`src/rtl/cordic_pkg.sv`:
```
// Shared types and constants for the CORDIC sequencing controller.
package cordic_pkg;

   // Width of the iteration counter shared with the datapath.
   localparam int CNT_W = 4;

   // Datapath input-mux selections.
   localparam logic [1:0] MUX_INIT = 2'b00;
   localparam logic [1:0] MUX_LOOP = 2'b01;
   localparam logic [1:0] MUX_EXT  = 2'b10;
   localparam logic [1:0] MUX_HOLD = 2'b11;

   // Operation modes as seen by the datapath.
   localparam logic MODE_ROT = 1'b0;
   localparam logic MODE_VEC = 1'b1;

   // Controller phases.
   typedef enum logic [1:0] {
      IDLE = 2'b00,
      LOAD = 2'b01,
      ITER = 2'b10,
      DONE = 2'b11
   } state_t;

endpackage

```
`src/rtl/cordic_ctl.sv`:
```
// CORDIC sequencing controller: steps the datapath through load and
// iteration phases, cross-checks the datapath counter against a local
// shadow copy, and hands the result to the host with a held done flag.
module cordic_ctl
   import cordic_pkg::*;
#(
   parameter int ITERATIONS = 8
)
(
   input  logic             clka,
   input  logic             rst,
   input  logic             start,
   input  logic             mode_in,
   input  logic             ack,
   input  logic [CNT_W-1:0] counter,
   output logic             cordic_mode,
   output logic [1:0]       in_mux_ctl,
   output logic             counter_rst,
   output logic             counter_hold,
   output logic             busy,
   output logic             done,
   output logic             err
);

   localparam logic [CNT_W-1:0] LAST = CNT_W'(ITERATIONS - 1);
   localparam logic [CNT_W-1:0] ONE  = CNT_W'(1);

   state_t           state;
   state_t           state_nxt;
   logic [CNT_W-1:0] shadow;
   logic [CNT_W-1:0] shadow_nxt;
   logic             mode_nxt;
   logic             err_nxt;

   // State, shadow counter, latched mode and error flag; reset drops any
   // operation in flight without flagging it.
   always_ff @(posedge clka) begin
      if (rst) begin
         state       <= IDLE;
         shadow      <= '0;
         cordic_mode <= MODE_ROT;
         err         <= 1'b0;
      end else begin
         state       <= state_nxt;
         shadow      <= shadow_nxt;
         cordic_mode <= mode_nxt;
         err         <= err_nxt;
      end
   end

   // Next-state logic: ITER ends early on a counter mismatch, otherwise
   // after the shadow counter reaches its last value.
   always_comb begin
      state_nxt  = state;
      shadow_nxt = shadow;
      mode_nxt   = cordic_mode;
      err_nxt    = err;
      case (state)
         IDLE: begin
            if (start) begin
               mode_nxt  = mode_in;
               err_nxt   = 1'b0;
               state_nxt = LOAD;
            end
         end
         LOAD: begin
            shadow_nxt = '0;
            state_nxt  = ITER;
         end
         ITER: begin
            shadow_nxt = shadow + ONE;
            if (counter != shadow) begin
               err_nxt   = 1'b1;
               state_nxt = DONE;
            end else if (shadow == LAST) begin
               state_nxt = DONE;
            end
         end
         DONE: begin
            if (ack) begin
               state_nxt = IDLE;
            end
         end
         default: begin
            state_nxt = IDLE;
         end
      endcase
   end

   // Moore output decode; only the LOAD mux select looks at the latched mode.
   always_comb begin
      in_mux_ctl   = MUX_HOLD;
      counter_rst  = 1'b1;
      counter_hold = 1'b0;
      busy         = 1'b0;
      done         = 1'b0;
      case (state)
         IDLE: begin
            in_mux_ctl  = MUX_HOLD;
            counter_rst = 1'b1;
         end
         LOAD: begin
            in_mux_ctl  = (cordic_mode == MODE_VEC) ? MUX_EXT : MUX_INIT;
            counter_rst = 1'b1;
            busy        = 1'b1;
         end
         ITER: begin
            in_mux_ctl  = MUX_LOOP;
            counter_rst = 1'b0;
            busy        = 1'b1;
         end
         DONE: begin
            in_mux_ctl   = MUX_HOLD;
            counter_rst  = 1'b0;
            counter_hold = 1'b1;
            done         = 1'b1;
         end
         default: begin
            in_mux_ctl = MUX_HOLD;
         end
      endcase
   end

endmodule

```
`config.mk`:
```
export PLATFORM = sky130hd
export DESIGN_NAME = cordic_ctl
export DESIGN_NICKNAME = d
export VERILOG_FILES = /design/src/rtl/cordic_pkg.sv /design/src/rtl/cordic_ctl.sv
export SDC_FILE = /design/constraint.sdc
export NUM_CORES = 1
export LEC_CHECK = 0
export CAP_MARGIN = 0
export CORE_MARGIN = 1.5
export CORE_UTILIZATION = 30
export CTS_CLUSTER_DIAMETER = 60
export CTS_CLUSTER_SIZE = 24
export DETAILED_ROUTE_END_ITERATION = 8
export SYNTH_ARGS = -nofsm -noshare
export SYNTH_HDL_FRONTEND = slang
export SYNTH_SLANG_ARGS = --single-unit
```
`constraint.sdc`:
```
create_clock -name clka -period 1.61 [get_ports clka]
set_clock_uncertainty 0.1 [all_clocks]
set_input_delay 0.161 -clock clka [delete_from_list [all_inputs] [get_ports clka]]
set_output_delay 0.161 -clock clka [all_outputs]
set_load 0.01 [all_outputs]
```
# Yosys cells after proc, flatten, opt, wreduce, memory -nomap -nowiden
# Cells that the tools add are included.
[op_classes] addsub=1 n_eq_ne=9 n_mux=14 reduce_logical=10
[op_table] op="two-way mux 2 bit" n=5
[op_table] op="case mux 2 bit (4 select lines)" n=1
[op_table] op="case mux 4 bit (2 select lines)" n=1
[op_table] op="OR reduction 2 bit" n=4
[op_table] op="inequality test 2 bit, second input constant" n=3
[op_table] op="case mux 2 bit (3 select lines)" n=1
[op_table] op="AND reduction 3 bit" n=2
[op_table] op="adder 4 x 1 -> 4 bit, second input constant" n=1
[op_table] op="equality test 2 bit, second input constant" n=2
[op_table] op="equality test 4 x 3 -> 1 bit, second input constant" n=1
[op_table] op="two-way mux 1 bit" n=4
[op_table] op="inequality test 4 bit" n=1
[op_table] op="case mux 1 bit (2 select lines)" n=2
[op_table] op="nonzero test 2 bit" n=2
[op_table] op="inequality test 3 bit, second input constant" n=1
[op_table] op="equality test 2 x 1 -> 1 bit, second input constant" n=1
[op_table] op="logical NOT 2 bit" n=1
[op_table] op="AND reduction 2 bit" n=1
[totals] register_bits=8 inputBits=9 out_inout_bits=8

# Longest topological paths before layout
[depth] word_depth=4 mapped_depth=7

# Least setup slack after synthesis
# OpenSTA, ideal clock, no wires.
[synth_path] kind="reg-to-reg" startpoint="register state[0]" endpoint="register shadow[3]" setup_ns=0.126 arrival_time_ns=1.462 required_ns=1.384 setup_slack_ns=-0.078 stages_incl_launch_ff=8 n_path_buf=1 synth_period_minus_slack_ns=1.688 cell_sequence="dfxtp_1 > inv_1 > ha_1 > buf_2 > nor2b_1 > mux2_2 > a21oi_1 > nor2_1"
[synth_via] elab_chain_cells=2 elab_cells_between_ends=4 classes_between="eq/ne (2); mux (1); reduce/logical (1)"
[synth_rtl] element="from (decl)" line_no="cordic_ctl.sv:28" rtl="state_t state;"
[synth_rtl] element="from (signal assigned)" line_no="cordic_ctl.sv:44" rtl="state <= state_nxt;"
[synth_rtl] element="equality test 2 bit / equality test 2 x 1 -> 1 bit (equally long branches)" line_no="cordic_ctl.sv:58" rtl="case (state)"
[synth_rtl] element="case mux 4 bit (2 select lines) / nonzero test 2 bit (equally long branches)"
[synth_rtl] element="to (signal assigned)" line_no="cordic_ctl.sv:45" rtl="shadow <= shadow_nxt;"
[synth_rtl] element="to (decl)" line_no="cordic_ctl.sv:30" rtl="logic [CNT_W-1:0] shadow;"
# Parallel ways exist; a longest one is shown, timed or not.
# A chain may end at the register's enable or synchronous reset.

# Worst setup path in the final report
[layout_path] startpoint="register state[0]" endpoint="output port busy"
[layout_via] elab_chain_cells=3 elab_cells_between_ends=4 classes_between="eq/ne (2); mux (1); reduce/logical (1)"
[layout_rtl] element="equality test 2 bit / equality test 2 x 1 -> 1 bit (equally long branches)" line_no="cordic_ctl.sv:97" rtl="case (state)"
[layout_rtl] element="OR reduction 2 bit (no line) (*)"
[layout_rtl] element="two-way mux 1 bit (*)" line_no="cordic_ctl.sv:97"
[layout_rtl] element="to (decl)" line_no="cordic_ctl.sv:20" rtl="output logic busy,"
# Every way passes the cells marked *; elsewhere a longest branch is shown, timed or not.

==> flow_metrics.tcl <==
set metrics [dict create \
    ys_seq_area_frac 0.306 \
    rows 14 \
    postLayoutCellArea_um2 751 \
    p_leak_nw 0.309 \
    routedWlPerCell_um 9.99 \
    yosysMostFrequentCell "dfxtp_1" \
    synth_ff_type "dfxtp_1" \
    crit_start "state[0]" \
    fmax_mhz 650 \
    slew_violations 0 \
    worst_pin_slew_ns 0.313 \
    cts_buffers 3 \
    pwr_density_cell_mw_per_mm2 1450 \
    avgSynthCellArea_um2 8.44 \
    setup_ws_ns 0.0723 \
    fin_nets 99 \
    netlist_top_cells_count "dfxtp_1 (8), a21oi_1 (5), ha_1 (5), nand2_1 (5), nor2_1 (5)" \
    setup.worst_path.start_class "flop" \
    num_antenna_cells 0 \
    drc_errors 0 \
    min_from "cordic_mode" \
    die_h_um 44.8 \
    ant_nets 0 \
    relSlewSlack 0.791 \
    dp_cells 96 \
    hold_slack_ns 0.380 \
    max-cap-violations 0 \
    status "completed" \
    utilization 0.476 \
    gp_congestion 0.710 \
    grt_max_degree 10 \
    wl_um 989 \
    placed_area_um2 741 \
    route.vias.total 445 \
    cp-end-kind "primary output" \
    finalHoldViolCount 0 \
    rsz0062_at_grt "false" \
    critical_path_class "reg -> out" \
    portBuffers 16 \
    setup-violations-final 0 \
    synth_fp_nets 76 \
    track_usage 0.118 \
    overflow 0 \
    drive_gt1_frac 0.253 \
    fillers 154 \
    dp_slack_ns -0.00238 \
    area_growth_pct 43.5 \
    cts_tree "built" \
    period_minus_slack_ns 1.54 \
    yosysWarningCount 0 \
    antenna_found_initial 0 \
    crit_arrival_ns 1.28 \
    start_util 0.332 \
    postCtsSetupRepairBufs 0 \
    hold_path.class "reg -> reg" \
    post_cts_resized 7 \
    fp.coreArea_mm2 0.00158 \
    initialDrtViolationCount 3 \
    instances_no_fill 99 \
    ios 17 \
    peakVddDrop_mv 0.550 \
    clock_latency_ns 0.25 \
    grt_pass1_vias 409 \
    die-area_mm2 0.00200 \
    post-dp-hpwl_um 809 \
    synth_top_cell_by_area "dfxtp_1" \
    netlist_instances 62 \
    synth-edff-count 0 \
    grt_pass1_wl_um 1700 \
    synth_top_area_frac 0.306 \
    vias_per_cell 4.49 \
    ys_types 24 \
    cp.required_ns 1.35 \
    multi_input_area_um2 340 \
    critPathMaxFanout 3 \
    register_area_um2 163 \
    cts.sinks 8 \
    clk_pin_slew_worst_paths_ns 0.06 \
    finalCritPeriodShare 0.955 \
    syn_area_um2 523 \
    synthTopCellsByArea "dfxtp_1 (31%), ha_1 (12%), xnor2_1 (6.7%)" \
    tns_ns 0 \
    clockBufferDepth 2 \
    total_power_mw 1.09 \
    yosys_register_bits 8 \
    h-tree-depth 1 \
    drt_pre_antenna_iters 2 \
    hold_buffers 0 \
    die_x_um 44.8 \
    async_flop_share 0 \
    cts-root-buf "clkbuf_4" \
    rr_startpoint "state[0]" \
]
[kinds of logic (layout without fill, tap and decap cells)]
group,count (synthesis),count (layout),synth area share
buffers and inverters,8,29,0.0670
DFF,8,8,0.306
adders and majority gates,5,5,0.120
muxes,3,3,0.0622
xor gates and xnor gates,4,4,0.0670
and+or+nand+nor,24,24,0.242
AOI/OAI and AO/OA,10,10,0.136
[routing by layer]
layer	global-route usage	vias up	routed length, um
met5	0	-	0
met4	0.0182	0	0
met3	0.0720	0	71
met2	0.174	12	404
met1	0.150	185	514
li1	-	248	-
[area by class of cell]
| class | instances | area share |
|---|---|---|
| sequential | 8 | 0.217 |
| clock buffer | 3 | 0.0300 |
| timing repair buffer | 22 | 0.253 |
| multi-input combinational | 46 | 0.453 |
| inverter | 4 | 0.0200 |
| tap | 16 | 0.0267 |
[layout by cell type, fill, tap and decap left out, types with 2 or more instances in the layout]
cell type,instances
nor2b_1,2
nand3_1,3
o21ai_0,2
dlygate4sd2_1,4
nor2_1,5
a21oi_1,5
buf_4,6
nand2_1,5
xnor2_1,4
ha_1,4
nand2b_1,3
clkbuf_2,2
clkdlybuf4s50_1,10
dfxtp_1,6
inv_1,2
clkbuf_4,3
nand3b_1,2
dfxtp_2,2
mux2_2,2
inv_2,2
[registers in the layout, summed over array words and instances, names as in the netlist]
signal and count:
cordic_mode 1, err 1, state 2, shadow 4
[power by group]
part	switching, mW	internal, mW
Combinational	0.311	0.358
Sequential	0.0256	0.238
Clock	0.0691	0.0854
[critical path: stages (launching register included)]
cell,delay (ns)
dfxtp_2,0.33
inv_2,0.05
ha_4,0.23
buf_4,0.13
dlygate4sd2_1,0.27
[path summary, 6_finish.rpt]
| kind | to | slack, ns | cells after the start |
|---|---|---|---|
| max reg2reg | shadow[3] | 0.08 | 7 |
| min | cordic_mode | 0.38 | 2 |
| max | busy | 0.07 | 4 |
| min reg2reg | cordic_mode | 0.38 | 2 |
(Power assumes the default switching activity.)
